File: src/rtl/clkdiv_pkg.sv
// rtl/clkdiv_pkg.sv - shared state encoding and ratio constants for the clock divider config path
package clkdiv_pkg;

  localparam int CLKDIV_WIDTH  = 4;
  localparam int RATIO_ILLEGAL = 0;
  localparam int RATIO_BYPASS  = 1;

  typedef enum logic [1:0] {
    IDLE   = 2'd0,
    DRAIN  = 2'd1,
    LOAD   = 2'd2,
    SETTLE = 2'd3
  } clkdiv_state_e;

endpackage

File: src/rtl/clkdiv_cfg_ctrl_if.sv
// rtl/clkdiv_cfg_ctrl_if.sv - config handshake and divider control bundle (optional CLKDIV_CFG_STATUS_EN counters)
interface clkdiv_cfg_ctrl_if
  import clkdiv_pkg::*;
#(
  parameter int WIDTH = CLKDIV_WIDTH
);

  logic             i_run_en;
  logic             i_cfg_valid;
  logic [WIDTH-1:0] i_cfg_ratio;
  logic             o_cfg_ready;
  logic [WIDTH-1:0] o_div_ratio;
  logic             o_clk_en;
  logic             o_busy;
  logic             o_cfg_err;
`ifdef CLKDIV_CFG_STATUS_EN
  logic [7:0]       o_upd_cnt;
  logic [7:0]       o_err_cnt;

  modport master (
    output i_run_en, i_cfg_valid, i_cfg_ratio,
    input  o_cfg_ready, o_div_ratio, o_clk_en, o_busy, o_cfg_err, o_upd_cnt, o_err_cnt
  );

  modport slave (
    input  i_run_en, i_cfg_valid, i_cfg_ratio,
    output o_cfg_ready, o_div_ratio, o_clk_en, o_busy, o_cfg_err, o_upd_cnt, o_err_cnt
  );
`else
  modport master (
    output i_run_en, i_cfg_valid, i_cfg_ratio,
    input  o_cfg_ready, o_div_ratio, o_clk_en, o_busy, o_cfg_err
  );

  modport slave (
    input  i_run_en, i_cfg_valid, i_cfg_ratio,
    output o_cfg_ready, o_div_ratio, o_clk_en, o_busy, o_cfg_err
  );
`endif

endinterface

File: src/rtl/clkdiv_settle_cnt.sv
// rtl/clkdiv_settle_cnt.sv - load/count/done counter timing the DRAIN and SETTLE windows
module clkdiv_settle_cnt #(
  parameter int CYCLES = 4
) (
  input  logic i_clk,
  input  logic i_rst_n,
  input  logic i_load,
  input  logic i_en,
  output logic o_done
);

  localparam int            CW   = $clog2(CYCLES + 1);
  localparam logic [CW-1:0] LAST = CW'(CYCLES - 1);

  logic [CW-1:0] cnt_q;
  logic [CW-1:0] cnt_d;

  // Clear on load, otherwise advance while the window is open.
  always_comb begin
    cnt_d = cnt_q;
    if (i_load) begin
      cnt_d = '0;
    end else if (i_en) begin
      cnt_d = cnt_q + CW'(1);
    end
  end

  // Counter register.
  always_ff @(posedge i_clk or negedge i_rst_n) begin
    if (!i_rst_n) begin
      cnt_q <= '0;
    end else begin
      cnt_q <= cnt_d;
    end
  end

  // Done on the last cycle of the window so the FSM leaves exactly CYCLES cycles after entry.
  assign o_done = i_en && (cnt_q == LAST);

endmodule

File: src/rtl/clkdiv_cfg_ctrl.sv
// rtl/clkdiv_cfg_ctrl.sv - glitch-free ratio/enable sequencer for the integer divider (optional CLKDIV_CFG_STATUS_EN)
module clkdiv_cfg_ctrl
  import clkdiv_pkg::*;
#(
  parameter int WIDTH         = CLKDIV_WIDTH,
  parameter int SETTLE_CYCLES = 4,
  parameter int DEFAULT_RATIO = 1
) (
  input  logic             i_ref_clk,
  input  logic             i_rst_n,
  clkdiv_cfg_ctrl_if.slave cfg_if
);

  localparam logic [WIDTH-1:0] RATIO_ZERO = WIDTH'(RATIO_ILLEGAL);
  localparam logic [WIDTH-1:0] RATIO_ONE  = WIDTH'(RATIO_BYPASS);
  localparam logic [WIDTH-1:0] RATIO_RST  = WIDTH'(DEFAULT_RATIO);

  clkdiv_state_e    state_q;
  clkdiv_state_e    state_d;
  logic [WIDTH-1:0] ratio_q;
  logic [WIDTH-1:0] ratio_d;
  logic [WIDTH-1:0] pend_q;
  logic [WIDTH-1:0] pend_d;
  logic             clk_en_q;
  logic             clk_en_d;
  logic             err_q;
  logic             err_d;

  logic             cnt_load;
  logic             cnt_en;
  logic             cnt_done;

  logic             req_take;
  logic             req_bad;
  logic             req_same;

  assign req_take = (state_q == IDLE) && cfg_if.i_cfg_valid;
  assign req_bad  = req_take && (cfg_if.i_cfg_ratio == RATIO_ZERO);
  assign req_same = (cfg_if.i_cfg_ratio == ratio_q);

  clkdiv_settle_cnt #(
    .CYCLES (SETTLE_CYCLES)
  ) u_settle_cnt (
    .i_clk   (i_ref_clk),
    .i_rst_n (i_rst_n),
    .i_load  (cnt_load),
    .i_en    (cnt_en),
    .o_done  (cnt_done)
  );

  // Next-state, ratio staging and enable decision; enable only returns once back in IDLE.
  always_comb begin
    state_d  = state_q;
    ratio_d  = ratio_q;
    pend_d   = pend_q;
    err_d    = req_bad;
    cnt_load = 1'b1;
    cnt_en   = 1'b0;
    case (state_q)
      IDLE: begin
        if (req_take && !req_bad && !req_same) begin
          pend_d  = cfg_if.i_cfg_ratio;
          state_d = DRAIN;
        end
      end
      DRAIN: begin
        cnt_load = 1'b0;
        cnt_en   = 1'b1;
        if (cnt_done) begin
          state_d = LOAD;
        end
      end
      LOAD: begin
        ratio_d = pend_q;
        state_d = SETTLE;
      end
      SETTLE: begin
        cnt_load = 1'b0;
        cnt_en   = 1'b1;
        if (cnt_done) begin
          state_d = IDLE;
        end
      end
      default: begin
        state_d = IDLE;
      end
    endcase
    // Ratio 1 means the divider bypasses to the ref clock, so it is never enabled.
    clk_en_d = cfg_if.i_run_en && (state_d == IDLE) && (ratio_d != RATIO_ONE);
  end

  // State and output registers; reset drops any pending ratio.
  always_ff @(posedge i_ref_clk or negedge i_rst_n) begin
    if (!i_rst_n) begin
      state_q  <= IDLE;
      ratio_q  <= RATIO_RST;
      pend_q   <= RATIO_RST;
      clk_en_q <= 1'b0;
      err_q    <= 1'b0;
    end else begin
      state_q  <= state_d;
      ratio_q  <= ratio_d;
      pend_q   <= pend_d;
      clk_en_q <= clk_en_d;
      err_q    <= err_d;
    end
  end

  assign cfg_if.o_cfg_ready = (state_q == IDLE);
  assign cfg_if.o_busy      = (state_q != IDLE);
  assign cfg_if.o_div_ratio = ratio_q;
  assign cfg_if.o_clk_en    = clk_en_q;
  assign cfg_if.o_cfg_err   = err_q;

`ifdef CLKDIV_CFG_STATUS_EN
  logic       upd_evt;
  logic [7:0] upd_cnt_q;
  logic [7:0] upd_cnt_d;
  logic [7:0] err_cnt_q;
  logic [7:0] err_cnt_d;

  assign upd_evt = (state_q == SETTLE) && cnt_done;

  // Saturating event counters for completed updates and rejected requests.
  always_comb begin
    upd_cnt_d = upd_cnt_q;
    err_cnt_d = err_cnt_q;
    if (upd_evt && (upd_cnt_q != 8'hFF)) begin
      upd_cnt_d = upd_cnt_q + 8'd1;
    end
    if (req_bad && (err_cnt_q != 8'hFF)) begin
      err_cnt_d = err_cnt_q + 8'd1;
    end
  end

  // Status counter registers.
  always_ff @(posedge i_ref_clk or negedge i_rst_n) begin
    if (!i_rst_n) begin
      upd_cnt_q <= 8'd0;
      err_cnt_q <= 8'd0;
    end else begin
      upd_cnt_q <= upd_cnt_d;
      err_cnt_q <= err_cnt_d;
    end
  end

  assign cfg_if.o_upd_cnt = upd_cnt_q;
  assign cfg_if.o_err_cnt = err_cnt_q;
`endif

endmodule
File: src/flat_wrapper.sv
// flat-port wrapper written by rule: the top's interface ports become plain ports
module clkdiv_cfg_ctrl_flat import clkdiv_pkg::*;
#(
  parameter int WIDTH         = CLKDIV_WIDTH,
  parameter int SETTLE_CYCLES = 4,
  parameter int DEFAULT_RATIO = 1
)
  (i_ref_clk, i_rst_n, cfg_if_i_run_en, cfg_if_i_cfg_valid, cfg_if_i_cfg_ratio, cfg_if_o_cfg_ready, cfg_if_o_div_ratio, cfg_if_o_clk_en, cfg_if_o_busy, cfg_if_o_cfg_err);
  clkdiv_cfg_ctrl_if #(.WIDTH(WIDTH)) cfg_if_i ();
  input  logic i_ref_clk;
  input  logic i_rst_n;
  input wire logic [$bits(cfg_if_i.i_run_en)-1:0] cfg_if_i_run_en;
  input wire logic [$bits(cfg_if_i.i_cfg_valid)-1:0] cfg_if_i_cfg_valid;
  input wire logic [$bits(cfg_if_i.i_cfg_ratio)-1:0] cfg_if_i_cfg_ratio;
  output wire logic [$bits(cfg_if_i.o_cfg_ready)-1:0] cfg_if_o_cfg_ready;
  output wire logic [$bits(cfg_if_i.o_div_ratio)-1:0] cfg_if_o_div_ratio;
  output wire logic [$bits(cfg_if_i.o_clk_en)-1:0] cfg_if_o_clk_en;
  output wire logic [$bits(cfg_if_i.o_busy)-1:0] cfg_if_o_busy;
  output wire logic [$bits(cfg_if_i.o_cfg_err)-1:0] cfg_if_o_cfg_err;
  assign cfg_if_i.i_run_en = cfg_if_i_run_en;
  assign cfg_if_i.i_cfg_valid = cfg_if_i_cfg_valid;
  assign cfg_if_i.i_cfg_ratio = cfg_if_i_cfg_ratio;
  assign cfg_if_o_cfg_ready = cfg_if_i.o_cfg_ready;
  assign cfg_if_o_div_ratio = cfg_if_i.o_div_ratio;
  assign cfg_if_o_clk_en = cfg_if_i.o_clk_en;
  assign cfg_if_o_busy = cfg_if_i.o_busy;
  assign cfg_if_o_cfg_err = cfg_if_i.o_cfg_err;
  clkdiv_cfg_ctrl #(.WIDTH(WIDTH), .SETTLE_CYCLES(SETTLE_CYCLES), .DEFAULT_RATIO(DEFAULT_RATIO)) u_core (.i_ref_clk(i_ref_clk), .i_rst_n(i_rst_n), .cfg_if(cfg_if_i));
endmodule
File: config.mk
export PLATFORM = sky130hd
export DESIGN_NAME = clkdiv_cfg_ctrl_flat
export DESIGN_NICKNAME = d
export VERILOG_FILES = /design/src/rtl/clkdiv_pkg.sv /design/src/rtl/clkdiv_cfg_ctrl_if.sv /design/src/rtl/clkdiv_settle_cnt.sv /design/src/rtl/clkdiv_cfg_ctrl.sv /design/src/flat_wrapper.sv
export SDC_FILE = /design/constraint.sdc
export NUM_CORES = 1
export LEC_CHECK = 0
export CAP_MARGIN = 20
export CORE_AREA = 2 2 39 41
export CTS_BUF_LIST = sky130_fd_sc_hd__clkbuf_8 sky130_fd_sc_hd__clkbuf_16
export DETAILED_ROUTE_END_ITERATION = 12
export DIE_AREA = 0 0 41 43
export DONT_BUFFER_PORTS = 1
export GPL_ROUTABILITY_DRIVEN = 0
export HOLD_SLACK_MARGIN = 0.03
export RECOVER_POWER = 100
export SLEW_MARGIN = 25
export SYNTH_ARGS = -nofsm -noshare
export SYNTH_HDL_FRONTEND = slang
export SYNTH_SLANG_ARGS = --single-unit
File: constraint.sdc
create_clock -name i_ref_clk -period 1.56 [get_ports i_ref_clk]
set_input_delay 0.312 -clock i_ref_clk [delete_from_list [all_inputs] [get_ports i_ref_clk]]
set_output_delay 0.312 -clock i_ref_clk [all_outputs]
set_load 0.005 [all_outputs]
==> qor.txt <==
Netlist Area Pre-Place -> 661 sq um
Critical Path Start -> u_core.cfg_if.o_div_ratio[0]
f_max -> 692 MHz
Syn Inst Count -> 48
slew margin rel. -> 56.1%
fraction of layout cells with a size suffix above 1 -> 23.6%
EDFF count, synth -> 0
Setup WS pre-CTS -> 0.0777 ns
initial drt markers -> 0
Sw Ratio -> 31.1%
RSZ-0062 raised after global routing -> false
Core Rows -> 14
CP required -> 1.68 ns
Post-Synth XOR/XNOR Area -> 6.63%
Layout Nets -> 66
Post-CTS Setup Bufs -> 0
WP data arrival -> 1.57 ns
Initial Utilization -> 47.7%
hold crit path type -> input pin to flop
design area -> 747 sq um
Distinct cells, synth -> 18
Worst Max-Slew Pin Slew -> 0.656 ns
area added between synthesis and finish -> 13.1%
maxcap violations -> 0
Pleak -> 0.000319 uW
Clock Latency Late Sink -> 0.25 ns
CTS tree -> done
Final ANT Viol Nets -> 0
biggest area consumer among synthesized cells -> dfrtp_1
Worst-path clk slew -> 0.06 ns
Worst Setup End Kind -> flop
CP startpoint kind -> flop
met1 Usage GRT -> 19.4%
Root Buffer -> clkbuf_8
status -> finished, final reports clean
fin util -> 54.0%
Die Y -> 43 microns
setup TNS -> 0 ns
Crit Path Category -> flop to flop
CP endpoint -> u_core.pend_q[3]
Worst R2R Path Depth -> 4
commonest non-fill, non-tap cell in the layout -> dfrtp_1
non-filler cells in the finished layout -> 71
crit path max fanout -> 6
grt peak-use layer -> met2
DRC errors left -> 0
M2 GR Usage -> 23.8%
Setup Viol. Count Final -> 0
Crit Reg-Reg Endpoint -> u_core.pend_q[3]
clk sink count -> 15
Slew Limit Fails -> 0
die outline area -> 1760 sq um
Remaining Overflow, GRT -> 0
area fraction in compound gates after synthesis -> 1.70%
synth warn -> 0
syn nets -> 58
Die X-Extent -> 41 microns
Hold Fails Final Rpt -> 0
post-synthesis sequential area ratio -> 57.2%
Seq cells post-synth -> 15
fin crit share -> 92.6%
initial antenna violation count -> 0
top cells by area, synth -> dfrtp_1, dfstp_2, mux2_1, mux2_2, xnor2_1
Avg Inst Size Synth -> 13.8 sq um
htree depth -> 1
final WL -> 1.15 mm
placed inst area -> 696 sq um
I/O pin cnt -> 16
largest net degree at the start of global routing -> 16
first drt pass iteration count -> 1
core area -> 1380 sq um
adder-cell share of the synthesized area -> 3.79%
clock power share -> 21.0%
All-Layer GR Usage -> 17.1%
IR drop worst, VDD -> 0.835 mV
setup ws final -> 0.115 ns
Clock Skew -> 0.00389 ns
asr flop ratio synth -> 100%
share of total power in combinational logic -> 28.5%
FF-to-FF setup slack -> 0.11 ns
Min Clock Period, post-route -> 1.45 ns
vias in the first global route -> 411
CTS buffer count -> 3
top-area cell type share of the netlist area -> 49.2%
Power Internal -> 985 uW
Psw -> 445 uW
Main synth FF type -> dfrtp_1
post-synthesis mux area share -> 13.6%
worst-case clock buffer depth -> 2
worst r2r src -> u_core.cfg_if.o_div_ratio[0]
# diodes -> 0
commonest cells after routing, fill and taps aside -> dfrtp_1, xnor2_1, mux2_2, nand2_1, mux2_1
DP HPWL -> 932 microns
first-pass GRT wire length -> 1.84 mm
vias -> 391
placed insts -> 66
Simple-Gate Fraction of Synth Area -> 15.9%
Via density -> 5.51
met3 GRT Util -> 8.38%
WL/cell -> 16.2 microns
largest family of logic cells by synthesized area -> simple AND/OR/NAND/NOR gates
PD cells -> 1910 nW/um^2
sequential share of power -> 50.6%
port bufs -> 0
worst min path at each step:
stage / startpoint / end / cells after the start
floorplan: i_rst_n / u_core.cfg_if.o_cfg_err / 0
global placement: i_rst_n / u_core.u_settle_cnt.cnt_q[0] / 0
detailed placement: i_rst_n / u_core.u_settle_cnt.cnt_q[2] / 0
CTS: cfg_if_i_cfg_valid / u_core.cfg_if.o_cfg_err / 2
global route: cfg_if_i_cfg_valid / u_core.cfg_if.o_cfg_err / 2
finish: cfg_if_i_cfg_valid / u_core.cfg_if.o_cfg_err / 2
power by group through the flow:
stage	Clock, uW	Combinational (uW)	Sequential, uW
after global placement	0	388	717
after detailed placement	0	415	734
after floorplan	0	316	692
final	300	407	723
after global routing	337	454	751
after CTS	318	427	728
stage by stage:
| step | hold slack (ns) | power (uW) |
|---|---|---|
| detailed placement | 0.0168 | 1150 |
| CTS | 0.173 | 1470 |
| global placement | 0.0168 | 1110 |
| floorplan | 0.0164 | 1010 |
| global route | 0.184 | 1540 |
| finish | 0.176 | 1430 |
area by class of cell:
| class | count | area (sq um) |
|---|---|---|
| Inverter | 2 | 7.51 |
| Sequential cell | 15 | 378 |
| Clock buffer | 3 | 41.3 |
| Fill cell | 121 | 637 |
| Clock inverter | 1 | 3.75 |
| Timing Repair Buffer | 3 | 21.3 |
| Multi-Input combinational cell | 31 | 275 |
| Tap cell | 16 | 20.0 |
Yosys cell counts (all sizes together), types with 2 or more instances:
library cell  instances
dfstp                 2
nor2                  2
ha                    2
xnor2                 5
mux2                  8
nand2                 4
nor2b                 3
dfrtp                13
nand4                 2
inv                   2
routing by layer:
layer,vias to the layer above,part of all wire [%],wire length [microns]
li1,184,-,-
met5,-,0,0
met1,182,35,408
met3,5,13,144
met2,20,49,562
met4,0,3.1,36
cell families after synthesis:
logic type               count (synthesis)
adder cells (fa/ha/maj)                  2
AO/OA/AOI/OAI                            1
XOR/XNOR                                 5
AND/OR/NAND/NOR                         15
multiplexers                             8
flip-flops                              15
buffers and inverters                    2
sequential cells by signal (all words and copies together) (netlist names):
signal,flops
u_core.cfg_if.o_clk_en,1
u_core.cfg_if.o_cfg_err,1
u_core.pend_q,4
u_core.cfg_if.o_div_ratio,4
u_core.state_q,2
u_core.u_settle_cnt.cnt_q,3
worst max-delay path, cell delays in order (launching register included):
cell and delay, ns:
dfstp_2 0.54, xnor2_1 0.12, nand4_1 0.16, nand4_4 0.17
mux2_1 0.33
repair_timing:
item	4_1_cts	5_1_grt
gates resized for setup	0	0
hold buffers	1	0
hold endpoints to repair	15	0
setup endpoints to repair	0	0
Note: power is estimated with default switching activity, not from simulation.
